$ cat src/rtl/lsu_pkg.sv
// Shared load/store definitions: funct3 codes, FSM encoding and the fault check.
package lsu_pkg;

  localparam int unsigned DATA_W = 64;

  localparam logic [2:0] F3_LB  = 3'd0;
  localparam logic [2:0] F3_LH  = 3'd1;
  localparam logic [2:0] F3_LW  = 3'd2;
  localparam logic [2:0] F3_LD  = 3'd3;
  localparam logic [2:0] F3_LBU = 3'd4;
  localparam logic [2:0] F3_LHU = 3'd5;
  localparam logic [2:0] F3_LWU = 3'd6;

  localparam logic [2:0] F3_SB = 3'd0;
  localparam logic [2:0] F3_SH = 3'd1;
  localparam logic [2:0] F3_SW = 3'd2;
  localparam logic [2:0] F3_SD = 3'd3;

  localparam logic [1:0] ST_IDLE   = 2'd0;
  localparam logic [1:0] ST_ACCESS = 2'd1;
  localparam logic [1:0] ST_RESP   = 2'd2;

  // funct3[1:0] encodes the access size for both loads and stores.
  function automatic logic req_fault(input logic is_store, input logic [2:0] funct3,
                                     input logic [2:0] off);
    logic bad_f3;
    logic misaligned;
    bad_f3 = is_store ? funct3[2] : (funct3 == 3'b111);
    case (funct3[1:0])
      2'b00:   misaligned = 1'b0;
      2'b01:   misaligned = off[0];
      2'b10:   misaligned = |off[1:0];
      default: misaligned = |off;
    endcase
    return bad_f3 | misaligned;
  endfunction

endpackage

$ cat src/rtl/lsu_ctrl_align.sv
// Byte-lane steering: store mask/shift and load extract with sign/zero extension.
module lsu_align
  import lsu_pkg::*;
(
  input  logic [1:0]        st_size,
  input  logic [2:0]        st_off,
  input  logic [DATA_W-1:0] st_data,
  output logic [7:0]        st_mask,
  output logic [DATA_W-1:0] st_lanes,
  input  logic [2:0]        ld_funct3,
  input  logic [2:0]        ld_off,
  input  logic [DATA_W-1:0] ld_raw,
  output logic [DATA_W-1:0] ld_data
);

  logic [DATA_W-1:0] ld_shifted;

  always_comb begin
    st_mask = 8'h00;
    case (st_size)
      2'b00:   st_mask = 8'h01 << st_off;
      2'b01:   st_mask = 8'h03 << st_off;
      2'b10:   st_mask = 8'h0F << st_off;
      default: st_mask = 8'hFF;
    endcase
    st_lanes = st_data << {st_off, 3'b000};
  end

  always_comb begin
    ld_shifted = ld_raw >> {ld_off, 3'b000};
    case (ld_funct3)
      F3_LB:   ld_data = {{56{ld_shifted[7]}}, ld_shifted[7:0]};
      F3_LH:   ld_data = {{48{ld_shifted[15]}}, ld_shifted[15:0]};
      F3_LW:   ld_data = {{32{ld_shifted[31]}}, ld_shifted[31:0]};
      F3_LBU:  ld_data = {56'd0, ld_shifted[7:0]};
      F3_LHU:  ld_data = {48'd0, ld_shifted[15:0]};
      F3_LWU:  ld_data = {32'd0, ld_shifted[31:0]};
      default: ld_data = ld_shifted;
    endcase
  end

endmodule

$ cat src/rtl/lsu_ctrl.sv
// Load/store control stage: request check, timed memory access, load extend, response.
module lsu_ctrl
  import lsu_pkg::*;
#(
  parameter int unsigned MEM_LATENCY = 1,
  parameter int unsigned XLEN        = 64
) (
  input  logic            clock,
  input  logic            reset,
  input  logic            req_valid,
  output logic            req_ready,
  input  logic            req_is_store,
  input  logic [2:0]      req_funct3,
  input  logic [XLEN-1:0] req_addr,
  input  logic [XLEN-1:0] req_wdata,
  input  logic [4:0]      req_rd,
  output logic            resp_valid,
  input  logic            resp_ready,
  output logic [XLEN-1:0] resp_data,
  output logic [4:0]      resp_rd,
  output logic            resp_fault,
  output logic [XLEN-1:0] mem_addr,
  output logic            mem_read_en,
  output logic            mem_write_en,
  output logic [7:0]      mem_wmask,
  output logic [XLEN-1:0] mem_write_data,
  input  logic [XLEN-1:0] mem_rdata
);

  localparam int unsigned CNT_W = (MEM_LATENCY > 1) ? $clog2(MEM_LATENCY) : 1;

  logic [1:0]       state, state_d;
  logic [CNT_W-1:0] cnt, cnt_d;
  logic             is_store_q, is_store_d;
  logic [2:0]       funct3_q, funct3_d;
  logic [2:0]       off_q, off_d;

  logic            req_ready_d, resp_valid_d, resp_fault_d;
  logic [XLEN-1:0] resp_data_d, mem_addr_d, mem_write_data_d;
  logic [4:0]      resp_rd_d;
  logic            mem_read_en_d, mem_write_en_d;
  logic [7:0]      mem_wmask_d;

  logic [7:0]      st_mask;
  logic [XLEN-1:0] st_lanes, ld_data;

  lsu_align u_align (
    .st_size   (req_funct3[1:0]),
    .st_off    (req_addr[2:0]),
    .st_data   (req_wdata),
    .st_mask   (st_mask),
    .st_lanes  (st_lanes),
    .ld_funct3 (funct3_q),
    .ld_off    (off_q),
    .ld_raw    (mem_rdata),
    .ld_data   (ld_data)
  );

  // Next state and next registered outputs; strobes and mask default low.
  always_comb begin
    state_d          = state;
    cnt_d            = cnt;
    is_store_d       = is_store_q;
    funct3_d         = funct3_q;
    off_d            = off_q;
    req_ready_d      = req_ready;
    resp_valid_d     = resp_valid;
    resp_data_d      = resp_data;
    resp_rd_d        = resp_rd;
    resp_fault_d     = resp_fault;
    mem_addr_d       = mem_addr;
    mem_write_data_d = mem_write_data;
    mem_read_en_d    = 1'b0;
    mem_write_en_d   = 1'b0;
    mem_wmask_d      = 8'h00;
    case (state)
      ST_IDLE: begin
        if (req_valid) begin
          is_store_d  = req_is_store;
          funct3_d    = req_funct3;
          off_d       = req_addr[2:0];
          resp_rd_d   = req_rd;
          req_ready_d = 1'b0;
          if (req_fault(req_is_store, req_funct3, req_addr[2:0])) begin
            state_d      = ST_RESP;
            resp_valid_d = 1'b1;
            resp_fault_d = 1'b1;
            resp_data_d  = '0;
          end else begin
            state_d          = ST_ACCESS;
            cnt_d            = CNT_W'(MEM_LATENCY - 1);
            mem_addr_d       = {req_addr[XLEN-1:3], 3'b000};
            mem_read_en_d    = ~req_is_store;
            mem_write_en_d   = req_is_store;
            mem_wmask_d      = req_is_store ? st_mask : 8'h00;
            mem_write_data_d = req_is_store ? st_lanes : '0;
          end
        end
      end
      ST_ACCESS: begin
        if (cnt == '0) begin
          state_d      = ST_RESP;
          resp_valid_d = 1'b1;
          resp_fault_d = 1'b0;
          resp_data_d  = is_store_q ? '0 : ld_data;
        end else begin
          cnt_d         = cnt - CNT_W'(1);
          mem_read_en_d = ~is_store_q;
          mem_wmask_d   = mem_wmask;
        end
      end
      ST_RESP: begin
        if (resp_ready) begin
          state_d      = ST_IDLE;
          resp_valid_d = 1'b0;
          req_ready_d  = 1'b1;
        end
      end
      default: begin
        state_d      = ST_IDLE;
        resp_valid_d = 1'b0;
        req_ready_d  = 1'b1;
      end
    endcase
  end

  always_ff @(posedge clock or negedge reset) begin
    if (!reset) begin
      state          <= ST_IDLE;
      cnt            <= '0;
      is_store_q     <= 1'b0;
      funct3_q       <= 3'd0;
      off_q          <= 3'd0;
      req_ready      <= 1'b1;
      resp_valid     <= 1'b0;
      resp_data      <= '0;
      resp_rd        <= 5'd0;
      resp_fault     <= 1'b0;
      mem_addr       <= '0;
      mem_read_en    <= 1'b0;
      mem_write_en   <= 1'b0;
      mem_wmask      <= 8'h00;
      mem_write_data <= '0;
    end else begin
      state          <= state_d;
      cnt            <= cnt_d;
      is_store_q     <= is_store_d;
      funct3_q       <= funct3_d;
      off_q          <= off_d;
      req_ready      <= req_ready_d;
      resp_valid     <= resp_valid_d;
      resp_data      <= resp_data_d;
      resp_rd        <= resp_rd_d;
      resp_fault     <= resp_fault_d;
      mem_addr       <= mem_addr_d;
      mem_read_en    <= mem_read_en_d;
      mem_write_en   <= mem_write_en_d;
      mem_wmask      <= mem_wmask_d;
      mem_write_data <= mem_write_data_d;
    end
  end

endmodule

$ cat config.mk
export PLATFORM = sky130hd
export DESIGN_NAME = lsu_ctrl
export DESIGN_NICKNAME = d
export VERILOG_FILES = /design/src/rtl/lsu_pkg.sv /design/src/rtl/lsu_ctrl_align.sv /design/src/rtl/lsu_ctrl.sv
export SDC_FILE = /design/constraint.sdc
export NUM_CORES = 1
export LEC_CHECK = 0
export BUFFER_PORTS_ARGS = -buffer_cell sky130_fd_sc_hd__buf_2
export CAP_MARGIN = 0
export CORE_AREA = 2 2 163 165
export DETAILED_ROUTE_END_ITERATION = 12
export DIE_AREA = 0 0 165 167
export GPL_ROUTABILITY_DRIVEN = 0
export PLACE_DENSITY = 0.73
export SKIP_CTS_REPAIR_TIMING = 1
export SYNTH_ARGS = -nofsm -noshare
export SYNTH_HDL_FRONTEND = slang
export SYNTH_SLANG_ARGS = --single-unit
$ cat constraint.sdc
create_clock -name clock -period 4.07 [get_ports clock]
set_input_delay 0.814 -clock clock [delete_from_list [all_inputs] [get_ports clock]]
set_output_delay 0.814 -clock clock [all_outputs]
set_load 0.005 [all_outputs]
==> Word level (Yosys, flattened, before mapping) <==
Cells that the tools add are included.
{ "word_totals": {"reg_bits": 217, "latchBits": 0, "mem_bits_rw": 0, "romBits": 0, "inputBits": 205, "output_inout_bits": 210, "elab_cells": 97, "n_memories": 0} }
{ "op_classes": {"add_sub_neg": 1, "n_mul": 0, "div_mod_pow": 0, "order_cmp": 0, "n_eq_ne": 15, "shifts": 5, "muxes": 43, "n_bitwise": 5, "reduce_logical": 13} }
{ "op_table": {"columns": ["cell", "count"], "rows": [
  ["64-bit case mux with 6 select lines", 1],
  ["64-bit two-way mux", 5],
  ["64-bit case mux with 2 select lines", 1],
  ["64-bit by 6-bit << shifter with 64-bit output", 1],
  ["64-bit by 6-bit right shift with 64-bit output", 1],
  ["8-bit two-way mux", 4],
  ["8-bit case mux with 3 select lines", 1],
  ["1-bit two-way mux", 19],
  ["8-bit case mux with 2 select lines", 1],
  ["3-bit equality test (second input constant)", 4],
  ["3-bit AND reduction", 4],
  ["2-bit inequality test (second input constant)", 5],
  ["1-bit case mux with 3 select lines", 3],
  ["2-bit two-way mux", 4],
  ["4-bit AND reduction", 2],
  ["1-bit by 3-bit << shifter with 8-bit output (first input constant)", 1],
  ["2-bit by 3-bit << shifter with 8-bit output (first input constant)", 1],
  ["4-bit by 3-bit << shifter with 8-bit output (first input constant)", 1],
  ["1-bit case mux with 2 select lines", 3],
  ["2-bit case mux with 3 select lines", 1],
  ["2-bit by 1-bit equality test with 1-bit output (second input constant)", 2],
  ["2-bit equality test (second input constant)", 2],
  ["2-bit zero test", 2],
  ["1-bit NOT", 4],
  ["9 further kinds", 9]
]} }

==> Longest topological paths before layout <==
Gate-level depths: netlist of the first run.
{ "depth": {"ltp_word": 8, "mapped_depth": 9, "mapped_depth_nobuf": 7} }

==> By module <==
From an unflattened synthesis of the first run, not the netlist that was laid out.
{ "unflattened": {"hier_cells": 1208, "hier_area_um2": 12341.8} }
{ "modules_own_cells": {"columns": ["mod", "n_inst", "cells_each", "area_each_um2", "seq_area_each_um2"], "rows": [
  ["lsu_ctrl", 1, 627, 8090.3, 5406.4],
  ["lsu_align", 1, 581, 4251.6, 0.0]
]} }

==> Worst setup path before layout of the first run <==
No wires, ideal clock.
{ "synth_path": {"path_type": "input to register", "startpoint": "input port req_funct3[0]", "endpoint": "register mem_addr[21]", "setup_ns": 0.125, "arrival_ns": 2.261, "setup_slack_ns": 1.685, "stages": 8, "cell_sequence": "inv_1 -> ha_1 -> a21oi_1 -> o21ba_2 -> o211ai_1 -> buf_2 -> buf_2 -> mux2_2"} }
{ "synth_between": {"elab_chain_cells": 7} }
{ "synth_lines": {"columns": ["element", "line_no", "rtl"], "rows": [
  ["start: declaration", "lsu_ctrl.sv:13", "input logic [2:0] req_funct3,"],
  ["2-bit equality test, or another cell as far along", "lsu_pkg.sv:29", "case (funct3[1:0])"],
  ["1-bit case mux with 3 select lines", "lsu_pkg.sv:29", null],
  ["1-bit two-way mux", "lsu_ctrl.sv:78", "if (req_valid) begin"],
  ["1-bit two-way mux", "lsu_ctrl.sv:76", "case (state)"],
  ["1-bit bitwise OR *", "lsu_pkg.sv:35", "return bad_f3 | misaligned;"],
  ["1-bit NOT (no line) *", null, null],
  ["3-bit AND reduction (no line) *", null, null],
  ["end signal: assignment", "lsu_ctrl.sv:155", "mem_addr <= mem_addr_d;"],
  ["end: declaration", "lsu_ctrl.sv:22", "output logic [XLEN-1:0] mem_addr,"]
]} }
Mark *: on every way between the ends. The rest lies on a longest branch, timed or not. The select of a mux whose other input is x is not followed.
A chain may end at the register's enable or synchronous reset.

==> Final worst setup path of the first run <==
{ "layout_path": {"startpoint": "register off_q[0]", "endpoint": "register resp_data[32]"} }
{ "layout_between": {"elab_chain_cells": 5} }
{ "layout_lines": {"columns": ["element", "line_no", "rtl"], "rows": [
  ["start: declaration", "lsu_ctrl.sv:36", "logic [2:0] off_q, off_d;"],
  ["start signal: assignment", "lsu_ctrl.sv:133", "off_q <= 3'd0;"],
  ["start signal: assignment", "lsu_ctrl.sv:149", "off_q <= off_d;"],
  ["64-bit by 6-bit right shift with 64-bit output", "lsu_ctrl_align.sv:30", "ld_shifted = ld_raw >> {ld_off, 3'b000};"],
  ["64-bit case mux with 6 select lines", "lsu_ctrl_align.sv:31", "case (ld_funct3)"],
  ["64-bit two-way mux", "lsu_ctrl.sv:105", "resp_data_d = is_store_q ? '0 : ld_data;"],
  ["64-bit two-way mux", "lsu_ctrl.sv:101", "if (cnt == '0) begin"],
  ["64-bit case mux with 2 select lines", "lsu_ctrl.sv:76", null],
  ["end signal: assignment", "lsu_ctrl.sv:152", "resp_data <= resp_data_d;"],
  ["end: declaration", "lsu_ctrl.sv:19", "output logic [XLEN-1:0] resp_data,"]
]} }
Every way passes these cells. The select of a mux whose other input is x is not followed.

==> results of run 1 <==
## flip-flops by register name, indices dropped and copies added (netlist names), 2 cells and up
| signal | flops |
|---|---|
| resp_data | 64 |
| mem_addr | 61 |
| off_q | 3 |
| mem_wmask | 8 |
| mem_write_data | 64 |
| funct3_q | 3 |
| state | 2 |
| resp_rd | 5 |
## cell usage in the layout (no fill, tap or decap), types with 30 or more instances in the layout
cell type / count
nand2_1: 107
mux2_2: 98
mux2i_1: 110
nor2_1: 48
o21ai_0: 80
a22o_1: 39
dfrtp_1: 214
a21oi_1: 36
o22ai_1: 30
buf_2: 409
nand3_1: 41
## Yosys cell counts (11+ instances only)
cell	instances	area share
a211o_1	14	0.011
a21oi_1	36	0.016
a22o_1	39	0.030
buf_2	36	0.016
clkbuf_1	45	0.015
dfrtp_1	215	0.47
inv_1	11	0.0036
mux2_2	98	0.096
mux2i_1	110	0.095
mux4_2	25	0.049
nand2_1	107	0.035
nand3_1	41	0.018
nor2_1	48	0.016
o211ai_1	16	0.010
o21ai_0	80	0.035
o22ai_1	30	0.016
## power breakdown
| group | internal [uW] | total [uW] | leakage [uW] | switching [uW] |
|---|---|---|---|---|
| registers | 2850 | 3350 | 0.00281 | 497 |
| logic | 1600 | 3340 | 0.00435 | 1740 |
| clock network | 1330 | 2260 | 0.000401 | 934 |
## kinds of logic after synthesis
kind of cell / after synthesis / share of synthesized area
DFF: 216 / 0.4681
buffers and inverters: 111 / 0.04647
adders and majority gates: 5 / 0.005417
and+or+nand+nor: 220 / 0.08385
AOI/OAI and AO/OA: 264 / 0.1562
muxes: 233 / 0.2396
other: 1 / 0.0003247
## metrics by stage
stage	setup WS [ps]	utilization	hold WS [ps]	instances	cell area, sq um
after floorplan	1685	-	468.7	1052	11560
after global placement	1205	0.5332	457.6	1718	13740
after detailed placement	1142	0.5332	460.9	1718	13740
after CTS	1170	0.5651	403.3	1762	14560
after global routing	943.8	0.5655	419.6	1766	14570
final	1129	0.5655	359.9	1766	14570
## per-layer routing
| layer | up-vias | global-route usage | part of all wire |
|---|---|---|---|
| li1 | 4585 | - | - |
| met1 | 4901 | 0.3516 | 0.39 |
| met2 | 566 | 0.4172 | 0.46 |
| met3 | 129 | 0.06725 | 0.098 |
| met4 | 2 | 0.1285 | 0.051 |
| met5 | - | 0 | 0.00034 |
## worst max path at each step
stage / from / end / slack [ps]
after global placement: req_addr[0] / mem_addr[11]$_DFFE_PN0P_ / 1210
after CTS: off_q[0]$_DFFE_PN0P_ / resp_data[32]$_DFFE_PN0P_ / 1170
final: off_q[0]$_DFFE_PN0P_ / resp_data[32]$_DFFE_PN0P_ / 1130
after detailed placement: req_addr[0] / mem_write_data[50]$_DFFE_PN0P_ / 1140
after floorplan: req_funct3[0] / mem_addr[21]$_DFFE_PN0P_ / 1680
after global routing: off_q[0]$_DFFE_PN0P_ / resp_data[36]$_DFFE_PN0P_ / 940
## final cells by class
class                           count  area share
Inverter                           12    0.003092
Tap cell                          335     0.02877
Sequential cell                   216      0.3712
Multi-Input combinational cell    725      0.3854
Antenna cell                        4   0.0006870
Clock inverter                     13    0.009189
Clock buffer                       31     0.04723
Timing Repair Buffer              430      0.1544
## worst reg2reg max path, cell delays in order, from the launching register on
cell and delay, ps:
dfrtp_2 930, mux2i_1 240, or2_1 300, a221oi_4 930
o221ai_1 290, nand3_1 180
==> impl_results.md, run 1 <==
- Hold crit path type: input pin to async pin
- Clk slew on worst S/H paths: ~60 ps
- Arrival time at the worst endpoint: roughly 3400 ps
- Detailed Route WL: roughly 38000 um
- Relative slew slack: 0.2339
- Post-route ant nets: 0
- Hold Vio Cnt, Final: 0
- End of the worst register-to-register path: resp_data[32]$_DFFE_PN0P_
- Post-DP HPWL: around 28000 um
- Startpoint types: register
- TritonCTS Buffers: 24
- Area Growth Syn to Fin: 26.14%
- Worst r2r path cells: 5
- Clock sinks: about 220
- Synth Flop Type: dfrtp_1
- Crit Path Category: register to register
- #FFs+latches synth: approximately 220
- Bufs and invs on worst path: 0
- CTS tree: done
- Max Freq: about 340 MHz
- Initial Utilization: 0.4483
- CP Depth: 5
- Final max-slew violation count: 0
- Grt ovf: 0
- Count of different cell masters after synthesis: 56
- Yosys warns: 0
- Peak VDD IR: roughly 340 uV
- IO Port Bufs: about 400
- Sum of negative setup slack: 0 ps
- Worst skew pair latency: 520 ps
- Final min period: ~3000 ps
- Area of the mapped netlist: ~0.012 sq mm
- WL/cell: between 20 and 25 um
- Vias in the first global route: 10130
- EDFF count, synth: 0
- Setup violators final: 0
- Post-Syn Area per Cell: around 11 sq um
- DIE WIDTH: about 170 um
- Design Power: between 8000 and 9000 uW
- Vias: about 10000
- Worst path cell trace: mux2i_1 > or2_1 > a221oi_4 > o221ai_1 > nand3_1
- Die height: about 170 um
- Max Cap Viol: 0
- Area of the multi-input gates: between 0.005 and 0.006 sq mm
- Avg Vias per Cell: about 5.8
- Seq/Total Area, Yosys: 0.4681
- Fin crit share: 0.7227
- DRT Pass-1 Iters: 7
- Max FO, Critical Path: 33
- Initial DRC Count: approximately 900
- # fillers: 2281
- H-Tree Depth: 1
- CP max stage cell: dfrtp_2
- Die area: 0.02756 sq mm
- First-pass GRT wire length: 57460 um
- Status: finished clean
- Core Region: 0.02576 sq mm
- Pwr dens: 614.5 mW/mm^2
- Clock Skews: around 11 ps
- Reg2Reg Setup Slack: ~1100 ps
- DRC errors left: 0
- CP delay by family, top: compound AO/OA/AOI/OAI gates
- Required time worst endpoint: about 4500 ps
- Largest net degree at the start of global routing: between 100 and 150
- Unrepaired setup endpoints after global routing: false
- Slew @ Worst Pin: ~1100 ps
- Syn Inst Count: ~1100
- CP Capture Type: register
- Bufs on Longest Clock Path: 3
- Register area: approximately 0.0054 sq mm
- Root buf cell: clkbuf_16
- FFs w/ async S/R, synth: 1.000
- R2R Path Start: off_q[0]$_DFFE_PN0P_
- All-Layer GR Usage: 0.2689
- Initial antenna violation count: 6
- P_leak: approximately 0.0076 uW
- Final nets: ~1600
- CP peak stage delay: roughly 930 ps
- # rows: between 50 and 60
- Ports: around 420
- Layout cell share with drive strength beyond 1: 0.4268
No activity file was read; power rests on OpenSTA's default activity.
==> run 2: changes to the inputs <==
Settings changed: ABC_AREA from default to 1, CORE_AREA 2 2 163 165 to default, CORE_MARGIN from default to 1.5, CORE_UTILIZATION from default to 47, DIE_AREA 0 0 165 167 to default, PLACE_DENSITY 0.73 to 0.78.
Clock period 4.07 ns to 2.7 ns, I/O delays scaled along.
==> run 2 against run 1 <==
- setup slack worse by 780 ps
- critical path type unchanged
- combinational power is 95% higher
- maximum frequency is 25% higher
- clock skew hardly changed
- highest routed layer unchanged
- critical path depth is 4 higher
- synthesized area is 7.6% higher
==> impl_results.md, run 2 <==
- Arrival time at the worst endpoint: 2810 ps (-580 ps)
- Met1 Use GR: 0.3853 (+0.03366)
- Post-DP HPWL: 31610 um (+12%)
- Final max-slew violation count: 0 (unchanged)
- Die area: 0.02744 sq mm (-0.44%)
- Bufs and invs on worst path: 1 (+1)
- CP delay by family, top: simple AND/OR/NAND/NOR gates
- Slew @ Worst Pin: 802.7 ps (-346.4 ps)
- Sw Ratio: 0.4163 (+0.06178)
- Worst path cell trace: buf_12 > nand2_1 > nand3_2 > nand2_1 > nand2_1 > nand3_2 > nand2_2 > o21ai_0 > nand2_1
- Initial antenna violation count: 6 (unchanged)
- Commonest cells after routing, fill and taps aside: 817 x nand2_1, 410 x buf_2, 214 x dfrtp_1
- Busiest grt layer: met2
- Vias: 13690 (+34%)
- Most common cell after layout, fill and taps aside: nand2_1
- FFs w/ async S/R, synth: 1.000 (unchanged)
- Sum of negative setup slack: 0 ps (unchanged)
- Area leader, netlist: dfrtp_1
- Core Region: 0.02598 sq mm (+0.86%)
- Area Growth Syn to Fin: 23.55%
- Gate power share: 0.431 (+0.058)
- Setup violators final: 0 (unchanged)
- Crit Path Category: register to register
- Worst skew pair latency: 530 ps (about the same)
- Startpoint types: register
- CTS tree: done
- DRC errors left: 0 (unchanged)
- DP Cell Count: 2431 (+42%)
- Status: finished clean
- Count of different cell masters after synthesis: 32 (-43%)
- CP peak stage delay: 540 ps (-390 ps)
- CP max stage cell: nand2_2
- Relative slew slack: 0.4648 (+0.2309)
- Fin util: 0.5911 (+0.02561)
- Fin Hold WS: 202.4 ps (-157.5 ps)
- P_leak: 0.008749 uW (+16%)
- First-pass GRT wire length: 68270 um (+19%)
- Clock Skews: 10.88 ps (+0.1675 ps)
- Clock Power Share: 0.225 (-0.028)
- Met2 usage: 0.5161 (+0.09891)
- Initial DRC Count: 1689 (+83%)
- Synth Flop Type: dfrtp_1
- Required time worst endpoint: 3160 ps (-1360 ps)
- Synth top area cells: dfrtp_1 43%, nand2_1 25%, nand3_1 5.7%
- Seq pwr share: 0.345 (-0.029)
- Most common cell in the netlist: nand2_1
- #FFs+latches synth: 216 (unchanged)
- Ports: 415 (unchanged)
- Area of the mapped netlist: 0.01243 sq mm (+7.6%)
- Peak VDD IR: 856.3 uV (+150%)
- Top cell type's share of synthesized area: 0.4328 (-0.03305)
- Initial Utilization: 0.4784 (+0.03013)
- DRT Pass-1 Iters: 7 (unchanged)
- Unrepaired setup endpoints after global routing: false
- Vias in the first global route: 12960 (+28%)
- Post-route ant nets: 0 (unchanged)
- Final nets: 2334 (+44%)
- Pwr dens: 982.5 mW/mm^2 (+60%)
- Max Cap Viol: 0 (unchanged)
- DIE WIDTH: 165.6 um (+0.38%)
- Yosys warns: 0 (unchanged)
- Clock sinks: 216 (unchanged)
- Layout cell share with drive strength beyond 1: 0.2332 (-0.1936)
- NetSw: 6282 uW (+98%)
- Grt ovf: 0 (unchanged)
- Max FO, Critical Path: 71 (+120%)
- EDFF count, synth: 0 (unchanged)
- Final std cells w/o fill: 2478 (+40%)
- CP Capture Type: register
- Fin crit share: 0.8711 (+0.1484)
- Largest net degree at the start of global routing: 182 (+65%)
- Die height: 165.6 um (-0.82%)
- All-Layer GR Usage: 0.3074 (+0.03850)
- Final min period: 2352 ps (-589.2 ps)
- Root buf cell: clkbuf_16
- H-Tree Depth: 1 (unchanged)
- WL/cell: 17.58 um (-18%)
- Max Freq: 425.2 MHz (+25%)
- Post-Syn Area per Cell: 6.937 sq um (-37%)
- TritonCTS Buffers: 25 (+4.2%)
- Hold Vio Cnt, Final: 0 (unchanged)
- Avg Vias per Cell: 5.524 (-4.2%)
- # rows: 59 (unchanged)
- Largest regs: mem_write_data x64, resp_data x64, mem_addr x61
- Clk slew on worst S/H paths: 60 ps (about the same)
- Bufs on Longest Clock Path: 3 (unchanged)
- Seq/Total Area, Yosys: 0.4349 (-0.03321)
- # fillers: 2482 (+8.8%)
- Syn Inst Count: 1792 (+71%)
- Critical path's most frequent cell: nand2_1
- Grt met3 use: 0.05496 (-0.01229)
- IO Port Bufs: 411 (unchanged)
- Commonest cells in the netlist: 818 x nand2_1, 215 x dfrtp_1, 142 x nand3_1, 141 x o21ai_0, 87 x a21oi_1
- Hold crit path type: input pin to register
- Cell internal pwr: 8808 uW (+52%)
- Detailed Route WL: 43570 um (+14%)
==> run 2: cell count changes after synthesis, sizes merged, moves of 39 or more <==
cell | previous run | this run
nand2 | 107 | 821
mux2i | 110 | 0
nand3 | 41 | 144
o21ai | 80 | 176
mux2 | 98 | 5
a21oi | 36 | 88
inv | 11 | 60
a22o | 39 | 0
==> run 2: metal layers <==
layer	part of all wire	wire length [um]
met5	0.00062	27
met4	0.048	2112
met2	0.48	21060
met3	0.090	3916
met1	0.38	16450
==> run 2: worst register-to-register path, delay by kind of cell, from the launching register on <==
kind / cells / cell delay, ps
AND/OR/NAND/NOR: 7 / 1340
buffers and inverters: 1 / 290
flip-flops: 1 / 430
AO/OA/AOI/OAI: 1 / 230
==> run 2: final timing paths <==
path | from | end | slack, ps | depth (start not counted)
worst min-delay path | req_addr[14] | mem_addr[14]$_DFFE_PN0P_ | 200 | 3
max in group asynchronous | reset | req_ready$_DFFE_PN1P_ | 1270 | 3
min in group asynchronous | reset | mem_addr[44]$_DFFE_PN0P_ | 560 | 2
worst min register to register | resp_data[2]$_DFFE_PN0P_ | resp_data[2]$_DFFE_PN0P_ | 460 | 2
worst max-delay path | off_q[0]$_DFFE_PN0P_ | resp_data[51]$_DFFE_PN0P_ | 350 | 9
worst max register to register | off_q[0]$_DFFE_PN0P_ | resp_data[51]$_DFFE_PN0P_ | 350 | 9
==> run 2: power groups by stage <==
stage | combinational (uW) | clock [uW] | sequential, uW
4_1_cts | 6470 | 3440 | 5180
2_1_floorplan | 3880 | 0 | 5200
6_report | 6500 | 3390 | 5200
3_3_place_gp | 6300 | 0 | 5200
3_5_place_dp | 6440 | 0 | 5190
5_1_grt | 7220 | 3560 | 5340
==> run 2: cell families (layout without fill, tap and decap cells) <==
group                      Yosys count  after routing  share of synthesized area
DFF                                216            216                     0.4349
adders and majority gates            5              5                   0.005032
and+or+nand+nor                   1041           1041                     0.3355
buffers and inverters              200            546                    0.07679
other                                1              6                  0.0003016
muxes                                5              5                   0.004529
AOI/OAI and AO/OA                  324            324                     0.1429
==> run 2: per-stage QoR <==
stage / worst slack [ps] / cell area (sq um) / power (uW)
2_1_floorplan: 801.1 / 12440 / 9076
4_1_cts: 399.0 / 15340 / 15090
5_1_grt: 154.1 / 15350 / 16120
3_3_place_gp: 351.0 / 14530 / 11500
3_5_place_dp: 294.2 / 14530 / 11640
6_report: 348.0 / 15360 / 15090
==> run 2: cell type report <==
type	instances	area (sq um)	area share
clock inverter	7	105.1	0.006843
clock buffer	36	706.9	0.04602
multi-input combinational	1378	6081	0.3959
inverter	64	240.2	0.01564
antenna	3	7.507	0.0004888
timing repair buffer	439	2392	0.1558
sequential	216	5408	0.3521
tap	335	419.2	0.02729
==> run 3: changes to the inputs <==
Settings changed: CORE_UTILIZATION 47 to 40, PLACE_DENSITY 0.78 to 0.68, REMOVE_ABC_BUFFERS from default to 1.
==> run 3 against run 2 <==
- clock-buffer cell count rose by 6
- routed wire length barely moved
- via count fell by 1.4%
- sequential share of layout area fell by 0.43 points
- worst hold slack improved by 7.2 ps
- first-iteration DRC count fell by 23%
- final area rose by 1.3%
- clock power rose by 4%
- flip-flop and latch count did not move
- clock skew fell by 0.80 ps
- core utilization fell by 8.3 points
- largest power group unchanged
==> impl_results.md, run 3 (synthesized netlist as in run 2, its figures left out) <==
- Initial Utilization: 0.4064 (-0.07201)
- Seq pwr share: 0.342 (-0.003)
- Core Region: 0.03059 sq mm (+18%)
- Avg Vias per Cell: 5.284 (-4.3%)
- WL/cell: 17.07 um (-2.9%)
- Clock Skews: 10.08 ps (-0.7985 ps)
- Clock Power Share: 0.231 (+0.006)
- Max Freq: 422.8 MHz (-0.57%)
- Grt ovf: 0 (unchanged)
- Largest regs: mem_write_data x64, resp_data x64, mem_addr x61
- Sw Ratio: 0.4092 (-0.007140)
- Worst hold path startpoint: req_addr[27]
- Slew @ Worst Pin: 892.4 ps (+89.62 ps)
- Post-DP HPWL: 30430 um (-3.7%)
- NetSw: 6239 uW (-0.69%)
- Die area: 0.03215 sq mm (+17%)
- Required time worst endpoint: 3100 ps (-60 ps)
- Commonest cells after routing, fill and taps aside: 817 x nand2_1, 410 x buf_2, 213 x dfrtp_1
- R2R Path Start: off_q[0]$_DFFE_PN0P_
- Detailed Route WL: 43600 um (about the same)
- Fin Hold WS: 209.6 ps (+7.204 ps)
- Max FO, Critical Path: 34 (-52%)
- Hold path depth: 3 (unchanged)
- Cell internal pwr: 9009 uW (+2.3%)
- Initial DRC Count: 1304 (-23%)
- Final min period: 2365 ps (+13.40 ps)
- Ports: 415 (unchanged)
- Vias in the first global route: 12670 (-2.2%)
- Relative slew slack: 0.4051 (-0.05975)
- First-pass GRT wire length: 67120 um (-1.7%)
- Fin crit share: 0.8761 (+0.004963)
- Layout cell share with drive strength beyond 1: 0.2378 (+0.004607)
- Largest net degree at the start of global routing: 182 (unchanged)
- Hold path endpoint: mem_addr[27]$_DFFE_PN0P_
- Clk slew on worst S/H paths: 60 ps (about the same)
- Hold Vio Cnt, Final: 0 (unchanged)
- Max Cap Viol: 0 (unchanged)
- H-Tree Depth: 1 (unchanged)
- Die height: 179.3 um (+8.2%)
- Area Growth Syn to Fin: 25.10%
- P_leak: 0.008819 uW (+0.80%)
- Clock sinks: 216 (unchanged)
- DIE WIDTH: 179.3 um (+8.2%)
- Peak VDD IR: 597.7 uV (-30%)
- Vias: 13500 (-1.4%)
- End of the worst register-to-register path: resp_data[47]$_DFFE_PN0P_
- # rows: 64 (+8.5%)
- Worst skew pair latency: 530 ps (about the same)
- IO Port Bufs: 411 (unchanged)
- Unrepaired setup endpoints after global routing: false
- All-Layer GR Usage: 0.2638 (-0.04360)
- # fillers: 3124 (+26%)
- Initial antenna violation count: 12 (+6)
- DRT Pass-1 Iters: 6 (-1)
- Gate power share: 0.427 (-0.004)
- TritonCTS Buffers: 26 (+4.0%)
- Status: finished clean
- Final max-slew violation count: 0 (unchanged)
- Reg2Reg Setup Slack: 330 ps (about the same)
- Final nets: 2341 (+0.30%)
- Root buf cell: clkbuf_16
- Arrival time at the worst endpoint: 2760 ps (-50 ps)
- Worst r2r path cells: 9 (unchanged)
- Setup violators final: 0 (unchanged)
- Crit Path Category: register to register
- CP Capture Type: register
- Most common cell after layout, fill and taps aside: nand2_1
- Pwr dens: 980.4 mW/mm^2 (-0.21%)
- Post-route ant nets: 0 (unchanged)
- DRC errors left: 0 (unchanged)
- Sum of negative setup slack: 0 ps (unchanged)
- Hold crit path type: input pin to register
- CTS tree: done
- Startpoint types: register
- Bufs on Longest Clock Path: 3 (unchanged)
==> run 3: cell count changes in the layout (fill, tap and decap cells not counted), moves of 2 or more <==
cell | before | now
buf_4 | 18 | 24
clkbuf_16 | 25 | 27
diode_2 | 3 | 9
clkinvlp_4 | 2 | 0
clkbuf_8 | 4 | 9
==> run 3: worst max path at each step <==
stage | endpoint | from | cells after the start | slack [ps]
3_5_place_dp | resp_data[47]$_DFFE_PN0P_ | off_q[0]$_DFFE_PN0P_ | 9 | 280
4_1_cts | resp_data[47]$_DFFE_PN0P_ | off_q[0]$_DFFE_PN0P_ | 9 | 270
6_report | resp_data[47]$_DFFE_PN0P_ | off_q[0]$_DFFE_PN0P_ | 9 | 330
2_1_floorplan | mem_wmask[0]$_DFF_PN0_ | req_addr[2] | 7 | -5480
3_3_place_gp | resp_data[47]$_DFFE_PN0P_ | off_q[0]$_DFFE_PN0P_ | 9 | 310
5_1_grt | resp_data[63]$_DFFE_PN0P_ | off_q[0]$_DFFE_PN0P_ | 9 | 80
==> run 3: per-layer routing <==
layer / wire length, um / track usage / share of wire / vias up
met5: 64 / 0 / 0.0015 / -
met4: 1207 / 0.08781 / 0.028 / 10
met3: 4489 / 0.07040 / 0.10 / 84
met2: 20370 / 0.4349 / 0.47 / 644
met1: 17470 / 0.3337 / 0.40 / 6284
li1: - / - / - / 6474
==> run 3: power groups by stage <==
stage	clock [uW]	sequential [uW]	combinational (uW)
after detailed placement	0	5210	6520
final	3530	5220	6510
after global placement	0	5210	6420
after floorplan	0	5400	3280
after global routing	3750	5370	7380
after CTS	3610	5210	6530
==> run 3: metrics by stage <==
stage	setup slack (ps)	cells	area [sq um]	util	power [uW]
after floorplan	-5477	1658	11730	-	8682
after global placement	305.2	2498	14650	0.4790	11630
after detailed placement	277.8	2498	14650	0.4790	11730
after CTS	270.8	2544	15520	0.5074	15350
after global routing	82.10	2549	15540	0.5080	16500
final	334.6	2554	15550	0.5084	15250
==> run 3: layout make-up <==
class / instances / area (sq um) / area share
Clock inverter: 4 / 45.04 / 0.002896
Tap cell: 396 / 495.5 / 0.03186
Clock buffer: 42 / 822.0 / 0.05286
Inverter: 64 / 240.2 / 0.01545
Multi-Input combinational cell: 1378 / 6081 / 0.3910
Antenna cell: 9 / 22.52 / 0.001448
Sequential cell: 216 / 5409 / 0.3478
Timing Repair Buffer: 445 / 2437 / 0.1567
==> run 3: critical path, stage by stage (launching register included) <==
cell and delay, ps:
dfrtp_2 600, inv_2 240, nand2_1 140, nand3_1 100
nand3_1 110, nand2_1 110, nand2_2 80, nand2_2 360
o21ai_0 410, nand2_1 80
